--- src/rtl/tnn_result_ddr_writer_if.sv ---
// Result-stream input plus AXI4 write-channel bundle for tnn_result_ddr_writer.
// The master modport is the writer's view; the slave modport is the source/interconnect view.
interface tnn_result_ddr_writer_if;
  logic [511:0] in_bits;
  logic         in_vld;
  logic         in_rdy;

  logic [63:0]  awaddr;
  logic [7:0]   awlen;
  logic [2:0]   awsize;
  logic         awvalid;
  logic         awready;

  logic [511:0] wdata;
  logic [63:0]  wstrb;
  logic         wlast;
  logic         wvalid;
  logic         wready;

  logic [1:0]   bresp;
  logic         bvalid;
  logic         bready;

  modport master (
    input  in_bits, in_vld,
    output in_rdy,
    output awaddr, awlen, awsize, awvalid,
    input  awready,
    output wdata, wstrb, wlast, wvalid,
    input  wready,
    input  bresp, bvalid,
    output bready
  );

  modport slave (
    output in_bits, in_vld,
    input  in_rdy,
    input  awaddr, awlen, awsize, awvalid,
    output awready,
    input  wdata, wstrb, wlast, wvalid,
    output wready,
    output bresp, bvalid,
    input  bready
  );
endinterface

--- src/rtl/tnn_result_ddr_writer.sv ---
// Drains the 512-bit TNN result stream into a DDR ring buffer via AXI4 write bursts.
// Optional macro TNN_WR_RING_GUARD_EN adds host_rd_off and stops before overrunning the reader.
module tnn_result_ddr_writer #(
  parameter int unsigned BURST_BEATS = 8,
  parameter int unsigned IMG_BEATS   = 16,
  parameter int unsigned MAX_OUT     = 4
) (
  input  logic        aclk,
  input  logic        srst,
  input  logic        enable,
  input  logic [63:0] cfg_base,
  input  logic [31:0] cfg_size,
`ifdef TNN_WR_RING_GUARD_EN
  input  logic [31:0] host_rd_off,
`endif
  tnn_result_ddr_writer_if.master bus,
  output logic [31:0] wr_off,
  output logic [31:0] img_count,
  output logic        err,
  output logic        busy
);

  localparam logic [31:0] BurstBytes = 32'(64 * BURST_BEATS);
  localparam logic [4:0]  LastBeat   = 5'(BURST_BEATS - 1);
  localparam logic [15:0] LastResp   = 16'((IMG_BEATS / BURST_BEATS) - 1);
  localparam logic [3:0]  MaxOut     = 4'(MAX_OUT);

  typedef enum logic [1:0] {StIdle, StAddr, StData} state_e;

  state_e      state_q, state_d;
  logic [63:0] awaddr_q, awaddr_d;
  logic [31:0] wr_off_q, wr_off_d, next_wr_off;
  logic [4:0]  beat_cnt_q, beat_cnt_d;
  logic [3:0]  outstanding_q, outstanding_d;
  logic [15:0] resp_cnt_q, resp_cnt_d;
  logic [31:0] img_count_q, img_count_d;
  logic        err_q, err_d;
  logic        aw_hs, w_hs, may_issue;

  assign next_wr_off = (wr_off_q + BurstBytes == cfg_size) ? 32'd0 : wr_off_q + BurstBytes;

`ifdef TNN_WR_RING_GUARD_EN
  // One burst slot stays empty so a full ring is distinguishable from an empty one.
  assign may_issue = enable && bus.in_vld && (outstanding_q < MaxOut) &&
                     (next_wr_off != host_rd_off);
`else
  assign may_issue = enable && bus.in_vld && (outstanding_q < MaxOut);
`endif

  assign bus.awaddr  = awaddr_q;
  assign bus.awlen   = 8'(BURST_BEATS - 1);
  assign bus.awsize  = 3'b110;
  assign bus.awvalid = (state_q == StAddr);
  assign bus.wdata   = bus.in_bits;
  assign bus.wstrb   = '1;
  assign bus.wvalid  = (state_q == StData) && bus.in_vld;
  assign bus.in_rdy  = (state_q == StData) && bus.wready;
  assign bus.wlast   = (state_q == StData) && (beat_cnt_q == LastBeat);
  assign bus.bready  = 1'b1;

  assign aw_hs = bus.awvalid && bus.awready;
  assign w_hs  = bus.wvalid && bus.wready;

  assign wr_off    = wr_off_q;
  assign img_count = img_count_q;
  assign err       = err_q;
  assign busy      = (state_q != StIdle) || (outstanding_q != 4'd0);

  always_comb begin
    state_d    = state_q;
    awaddr_d   = awaddr_q;
    wr_off_d   = wr_off_q;
    beat_cnt_d = beat_cnt_q;
    unique case (state_q)
      StIdle: begin
        if (may_issue) begin
          state_d  = StAddr;
          awaddr_d = cfg_base + {32'd0, wr_off_q};
        end
      end
      StAddr: begin
        if (bus.awready) state_d = StData;
      end
      StData: begin
        if (w_hs) begin
          if (beat_cnt_q == LastBeat) begin
            state_d    = StIdle;
            beat_cnt_d = 5'd0;
            wr_off_d   = next_wr_off;
          end else begin
            beat_cnt_d = beat_cnt_q + 5'd1;
          end
        end
      end
      default: state_d = StIdle;
    endcase
  end

  // Response bookkeeping: an image counts once all of its bursts are acknowledged.
  always_comb begin
    outstanding_d = outstanding_q;
    resp_cnt_d    = resp_cnt_q;
    img_count_d   = img_count_q;
    err_d         = err_q;
    unique case ({aw_hs, bus.bvalid})
      2'b10:   outstanding_d = outstanding_q + 4'd1;
      2'b01:   outstanding_d = outstanding_q - 4'd1;
      default: outstanding_d = outstanding_q;
    endcase
    if (bus.bvalid) begin
      if (bus.bresp != 2'b00) err_d = 1'b1;
      if (resp_cnt_q == LastResp) begin
        resp_cnt_d  = 16'd0;
        img_count_d = img_count_q + 32'd1;
      end else begin
        resp_cnt_d = resp_cnt_q + 16'd1;
      end
    end
  end

  always_ff @(posedge aclk) begin
    if (srst) begin
      state_q       <= StIdle;
      awaddr_q      <= 64'd0;
      wr_off_q      <= 32'd0;
      beat_cnt_q    <= 5'd0;
      outstanding_q <= 4'd0;
      resp_cnt_q    <= 16'd0;
      img_count_q   <= 32'd0;
      err_q         <= 1'b0;
    end else begin
      state_q       <= state_d;
      awaddr_q      <= awaddr_d;
      wr_off_q      <= wr_off_d;
      beat_cnt_q    <= beat_cnt_d;
      outstanding_q <= outstanding_d;
      resp_cnt_q    <= resp_cnt_d;
      img_count_q   <= img_count_d;
      err_q         <= err_d;
    end
  end

endmodule
--- src/flat_wrapper.sv ---
// flat-port wrapper written by rule: the top's interface ports become plain ports
module tnn_result_ddr_writer_flat 
#(
  parameter int unsigned BURST_BEATS = 8,
  parameter int unsigned IMG_BEATS   = 16,
  parameter int unsigned MAX_OUT     = 4
)
  (aclk, srst, enable, cfg_base, cfg_size, wr_off, img_count, err, busy, bus_in_bits, bus_in_vld, bus_in_rdy, bus_awaddr, bus_awlen, bus_awsize, bus_awvalid, bus_awready, bus_wdata, bus_wstrb, bus_wlast, bus_wvalid, bus_wready, bus_bresp, bus_bvalid, bus_bready);
  tnn_result_ddr_writer_if bus_i ();
  input  logic aclk;
  input  logic srst;
  input  logic enable;
  input  logic [63:0] cfg_base;
  input  logic [31:0] cfg_size;
  output logic [31:0] wr_off;
  output logic [31:0] img_count;
  output logic err;
  output logic busy;
  input wire logic [$bits(bus_i.in_bits)-1:0] bus_in_bits;
  input wire logic [$bits(bus_i.in_vld)-1:0] bus_in_vld;
  output wire logic [$bits(bus_i.in_rdy)-1:0] bus_in_rdy;
  output wire logic [$bits(bus_i.awaddr)-1:0] bus_awaddr;
  output wire logic [$bits(bus_i.awlen)-1:0] bus_awlen;
  output wire logic [$bits(bus_i.awsize)-1:0] bus_awsize;
  output wire logic [$bits(bus_i.awvalid)-1:0] bus_awvalid;
  input wire logic [$bits(bus_i.awready)-1:0] bus_awready;
  output wire logic [$bits(bus_i.wdata)-1:0] bus_wdata;
  output wire logic [$bits(bus_i.wstrb)-1:0] bus_wstrb;
  output wire logic [$bits(bus_i.wlast)-1:0] bus_wlast;
  output wire logic [$bits(bus_i.wvalid)-1:0] bus_wvalid;
  input wire logic [$bits(bus_i.wready)-1:0] bus_wready;
  input wire logic [$bits(bus_i.bresp)-1:0] bus_bresp;
  input wire logic [$bits(bus_i.bvalid)-1:0] bus_bvalid;
  output wire logic [$bits(bus_i.bready)-1:0] bus_bready;
  assign bus_i.in_bits = bus_in_bits;
  assign bus_i.in_vld = bus_in_vld;
  assign bus_in_rdy = bus_i.in_rdy;
  assign bus_awaddr = bus_i.awaddr;
  assign bus_awlen = bus_i.awlen;
  assign bus_awsize = bus_i.awsize;
  assign bus_awvalid = bus_i.awvalid;
  assign bus_i.awready = bus_awready;
  assign bus_wdata = bus_i.wdata;
  assign bus_wstrb = bus_i.wstrb;
  assign bus_wlast = bus_i.wlast;
  assign bus_wvalid = bus_i.wvalid;
  assign bus_i.wready = bus_wready;
  assign bus_i.bresp = bus_bresp;
  assign bus_i.bvalid = bus_bvalid;
  assign bus_bready = bus_i.bready;
  tnn_result_ddr_writer #(.BURST_BEATS(BURST_BEATS), .IMG_BEATS(IMG_BEATS), .MAX_OUT(MAX_OUT)) u_core (.aclk(aclk), .srst(srst), .enable(enable), .cfg_base(cfg_base), .cfg_size(cfg_size), .bus(bus_i), .wr_off(wr_off), .img_count(img_count), .err(err), .busy(busy));
endmodule
--- config.mk ---
export PLATFORM = sky130hd
export DESIGN_NAME = tnn_result_ddr_writer_flat
export DESIGN_NICKNAME = d
export VERILOG_FILES = /design/src/rtl/tnn_result_ddr_writer_if.sv /design/src/rtl/tnn_result_ddr_writer.sv /design/src/flat_wrapper.sv
export SDC_FILE = /design/constraint.sdc
export NUM_CORES = 1
export LEC_CHECK = 0
export BUFFER_PORTS_ARGS = -buffer_cell sky130_fd_sc_hd__buf_4
export CAP_MARGIN = 20
export CORE_AREA = 2 2 515 517
export CTS_BUF_LIST = sky130_fd_sc_hd__clkbuf_8 sky130_fd_sc_hd__clkbuf_16
export CTS_CLUSTER_DIAMETER = 40
export DETAILED_ROUTE_END_ITERATION = 12
export DIE_AREA = 0 0 517 519
export HOLD_SLACK_MARGIN = 0.12
export SLEW_MARGIN = 25
export SYNTH_ARGS = -nofsm -noshare
export SYNTH_HDL_FRONTEND = slang
export SYNTH_SLANG_ARGS = --single-unit
export TNS_END_PERCENT = 20
--- constraint.sdc ---
create_clock -name aclk -period 7.1 [get_ports aclk]
set_input_delay 0.355 -clock aclk [delete_from_list [all_inputs] [get_ports aclk]]
set_output_delay 0.355 -clock aclk [all_outputs]
set_load 0.05 [all_outputs]
### Word level (Yosys, flattened, before mapping)

Cells that the tools add are included.

| storage, ports and cells | value |
|---|---|
| register bits after elaboration | 156 |
| input bits | 617 |
| output and inout port bits | 722 |
| logic and storage cells | 55 |

| cells by class | value |
|---|---|
| add/subtract/negate cells | 7 |
| $lt $le $gt $ge | 1 |
| eq/ne operators | 11 |
| mux-type cells | 9 |
| reductions and logical operators | 19 |

Operators by type and width:

| cell | count |
|---|---|
| 64-bit by 32-bit adder with 64-bit output | 1 |
| 32-bit by 1-bit adder with 32-bit output (second input constant) | 1 |
| 32-bit by 10-bit adder with 32-bit output (second input constant) | 1 |
| 32-bit == test | 1 |
| 32-bit two-way mux | 1 |
| 16-bit by 1-bit adder with 16-bit output (second input constant) | 1 |
| 16-bit by 1-bit == test with 1-bit output (second input constant) | 1 |
| 16-bit two-way mux | 1 |
| 2-bit two-way mux | 4 |
| 4-bit case mux with 2 select lines | 1 |
| 2-bit AND reduction | 4 |
| 1-bit logical AND | 7 |
| 2-bit case mux with 3 select lines | 1 |
| 2-bit nonzero test | 3 |
| 5-bit by 1-bit adder with 5-bit output (second input constant) | 1 |
| 5-bit by 3-bit == test with 1-bit output (second input constant) | 1 |
| 5-bit two-way mux | 1 |
| 4-bit by 1-bit adder with 4-bit output (second input constant) | 1 |
| 2-bit by 1-bit == test with 1-bit output (second input constant) | 2 |
| 2-bit == test (second input constant) | 2 |
| 4-bit by 3-bit < comparator with 1-bit output (second input constant) | 1 |
| 2-bit by 1-bit != test with 1-bit output (second input constant) | 2 |
| 2-bit != test (second input constant) | 2 |
| 4-bit AND reduction | 1 |
| other kinds (5) | 5 |

### Logic depth before layout (Yosys ltp)

| depth | value |
|---|---|
| depth after elaboration | 5 |
| gate-level depth with buffers | 12 |
| mapped depth without buffers | 10 |

### Worst setup path after synthesis

Ideal clock, no wire load.

| timing | value |
|---|---|
| path type | flip-flop to flip-flop |
| start | register u_core.wr_off_q[9], in the netlist u_core.wr_off[9] |
| end | register u_core.wr_off_q[21], in the netlist u_core.wr_off[21] |
| arrival | 3271 ps |
| required time | 6971 ps |
| path slack | 3700 ps |
| stages on the path, launching flop included | 13 |
| clock period less this slack | 3400 ps |
| cell sequence | dfxtp_1 ha_1 clkbuf_1 nand4_1 or4_4 xnor2_1 o2111ai_1 a2111o_1 or3_1 buf_2 buf_6 o22ai_1 o21ai_1 |

| on the way | value |
|---|---|
| cells in the longest elaborated chain, start to end | 3 |

RTL lines:

| item | RTL line | source |
|---|---|---|
| start: declaration | tnn_result_ddr_writer.sv:32 | `logic [31:0] wr_off_q, wr_off_d, next_wr_off;` |
| start signal: assignment | tnn_result_ddr_writer.sv:134 | `wr_off_q <= wr_off_d;` |
| 32-bit by 10-bit adder with 32-bit output (*) | tnn_result_ddr_writer.sv:40 | `assign next_wr_off = (wr_off_q + BurstBytes == cfg_size) ? 32'd0 : wr_off_q + BurstBytes;` |
| 32-bit == test | tnn_result_ddr_writer.sv:40 |  |
| 32-bit two-way mux (*) | tnn_result_ddr_writer.sv:40 |  |

Mark *: on every way between the ends. The rest lies on a longest branch, timed or not.
A chain may end at the register's enable or synchronous reset.

### Worst setup path after layout

| timing | value |
|---|---|
| start | register u_core.wr_off_q[9], in the netlist u_core.wr_off[9] |
| end | register u_core.wr_off_q[10], in the netlist u_core.wr_off[10] |

Same word-level chain as after synthesis.

==> out/summary.txt <==
Post-cts sizing count -> 0
Peak supply drop -> 0.000126 V
Top_reg_cell synth -> dfxtp_1
CP Data Required Time -> 7.51 ns
EDFF count, synth -> 0
Antenna violations before repair -> 10
RSZ-0062 raised after global routing -> no
Routed length per instance -> 32.6 um
Row count -> 189
# fillers -> 31100
Final setup viols -> 0
Clk_lat worst skew -> 0.57 ns
Cell area power density -> 175 nW/um^2
CTS buffer count -> 25
Status -> finished clean
Total grt overflow -> 0
Post-route clock period utilization -> 55.2%
Leakage -> 5.03 nW
Syn. warnings -> 0
Mean Syn Cell Area -> 7.86 um^2
CTS Hold Buffers Added -> 16
Die area -> 268000 um^2
Synthesis-to-layout area growth -> 21.0%
CORE AREA -> 263000 um^2
Final core occ -> 5.92%
Clk_skew -> 0.0404 ns
Worst Max-Slew Pin Slew -> 1.06 ns
Post-route ant nets -> 0
Routed vias/inst -> 2.15
Non-Filler Instances -> 4888
Critical path arrival -> 4.33 ns
IO Pins -> 1339
Register area share after synthesis -> 22.8%
Startpoint Class -> register
Sink Count -> 147
Max-cap check violation count -> 0
Achievable Freq -> 255 MHz
Synth Area in Simple Gates -> 18.5%
Die Width -> 517 um
Asr flop ratio synth -> 0%
Most frequent cells in the layout -> buf_4, dfxtp_1, nor2_1, nand2_1, conb_1
Register area -> 2940 um^2
Placed cell areas -> 14700 um^2
Largest family of logic cells by synthesized area -> buffers and inverters
Vias -> 10500
Commonest non-fill, non-tap cell in the layout -> buf_4
Adder-cell share of the synthesized area -> 3.16%
Syn Std Cell Area -> 12900 um^2
WL final -> 160000 um
CTS Buffer Depth -> 3
CTS H-tree depth -> 4
Slew Limit Fails -> 0
Vias in the first global route -> 9322
First-pass GRT wire length -> 180000 um
Pre-antenna DRT Iters -> 6
All-layer global routing usage -> 11.4%
Reg clk slew, reported paths -> 0.07 ns
Ratio of cells with drive above 1 in the final layout -> 21.6%
Area of the multi-input gates -> 5490 um^2
I/O Buffers -> 229
Post-CTS Setup Inserts -> 0
Largest net degree at the start of global routing -> 68
Distinct cells, synth -> 66
Placer congestion estimate -> 0.979
CTS tree -> yes
DRT iter0 DRCs -> 1076
Post-synthesis mux area share -> 0.155%
DRC viols -> 0
Post-DP HPWL -> 148000 um
Minimum clock period -> 3.92 ns
Crit. End Element -> register
NumNets Final -> 1998
Post-Synth XOR/XNOR Area -> 8.09%
Final instance area -> 15600 um^2
Synthesized instance count -> 1640
Initial Utilization -> 4.89%
Normalized max-slew margin -> 29.0%
Die H -> 519 um
CTS root buffer -> clkbuf_16
Hold Path Class -> input pin to register
Placed cells -> 4838
Synth Area in Compound Gates -> 9.90%
WS Path Type -> register to register
CP Max Fanout -> 13
Setup TNS -> 0 ns
Fin. Hold Viols -> 0
Yosys reg bits -> 147
[cell families after synthesis]
kind of cell	Yosys count
AOI/OAI and AO/OA	191
DFF	147
buffers and inverters	677
adders and majority gates	32
muxes	2
and+or+nand+nor	470
xor gates and xnor gates	119
other	2
[report_power, final]
part           leakage [nW]  internal, mW  switching (mW)
sequential             1.19         0.867          0.0370
combinational          3.49         0.168           0.476
clock                 0.348         0.676           0.510
total                  5.03          1.71            1.02
[path summary, 6_finish.rpt]
| kind | cells past startpoint | slack [ns] | start | to |
|---|---|---|---|---|
| setup reg to reg | 10 | 3.18 | u_core.wr_off[9] | u_core.wr_off[10] |
| setup / recovery | 10 | 3.18 | u_core.wr_off[9] | u_core.wr_off[10] |
| hold / removal | 3 | 0.18 | cfg_base[36] | u_core.bus.awaddr[36] |
| hold reg to reg | 2 | 0.45 | u_core.bus.awaddr[24] | u_core.bus.awaddr[24] |
[per-stage QoR]
step	setup slack (ns)	hold WS (ns)	power (mW)
6_report	3.18	0.185	2.73
5_1_grt	3.01	0.153	2.83
4_1_cts	3.23	0.127	2.80
3_5_place_dp	3.21	0.444	1.56
3_3_place_gp	3.26	0.441	1.56
2_1_floorplan	3.70	0.454	2.11
[area by class of cell]
| class | instances | area share [%] |
|---|---|---|
| multi-input combinational | 899 | 35.2 |
| tap | 3533 | 28.3 |
| sequential | 147 | 18.9 |
| timing repair buffer | 256 | 12.7 |
| clock buffer | 26 | 4.10 |
| inverter | 20 | 0.481 |
| clock inverter | 6 | 0.353 |
| antenna | 1 | 0.0160 |
[critical path, cell delays in order (launching register included)]
cell and delay [ns]:
dfxtp_1 0.52, ha_1 0.38, nand4_1 0.37, nor4_2 0.62, xnor2_1 0.19, o21ai_0 0.10
or4_1 0.49, or3_1 0.58, buf_8 0.27, o211ai_1 0.16, a21oi_1 0.10
[per-layer routing]
| metal | global-route usage (%) | wire length [um] |
|---|---|---|
| met5 | 0.0180 | 30 |
| met4 | 8.94 | 14400 |
| met3 | 20.9 | 64300 |
| met1 | 4.42 | 20400 |
| met2 | 15.2 | 60300 |
[sequential cells by signal (all words and copies together) (netlist names)]
| name | cells |
|---|---|
| u_core.bus.awaddr | 64 |
| u_core.img_count | 32 |
| u_core.wr_off | 23 |
| u_core.resp_cnt_q | 16 |
| u_core.beat_cnt_q | 5 |
| u_core.outstanding_q | 4 |
| u_core.state_q | 2 |
| u_core.err | 1 |
[synth_stat cells (20+ instances only)]
cell,number,area [um^2]
o21ai_0,22,110
dfxtp_1,147,2940
clkbuf_1,45,169
inv_1,20,75.1
nor2_1,121,454
xnor2_1,51,447
ha_1,31,388
nand4_1,26,163
buf_4,597,4480
nand2_1,112,420
a211oi_1,33,248
xor2_1,68,596
nand3_1,60,300
a21oi_1,53,265
and3_1,30,188
Power figures use the tool's default switching activity.
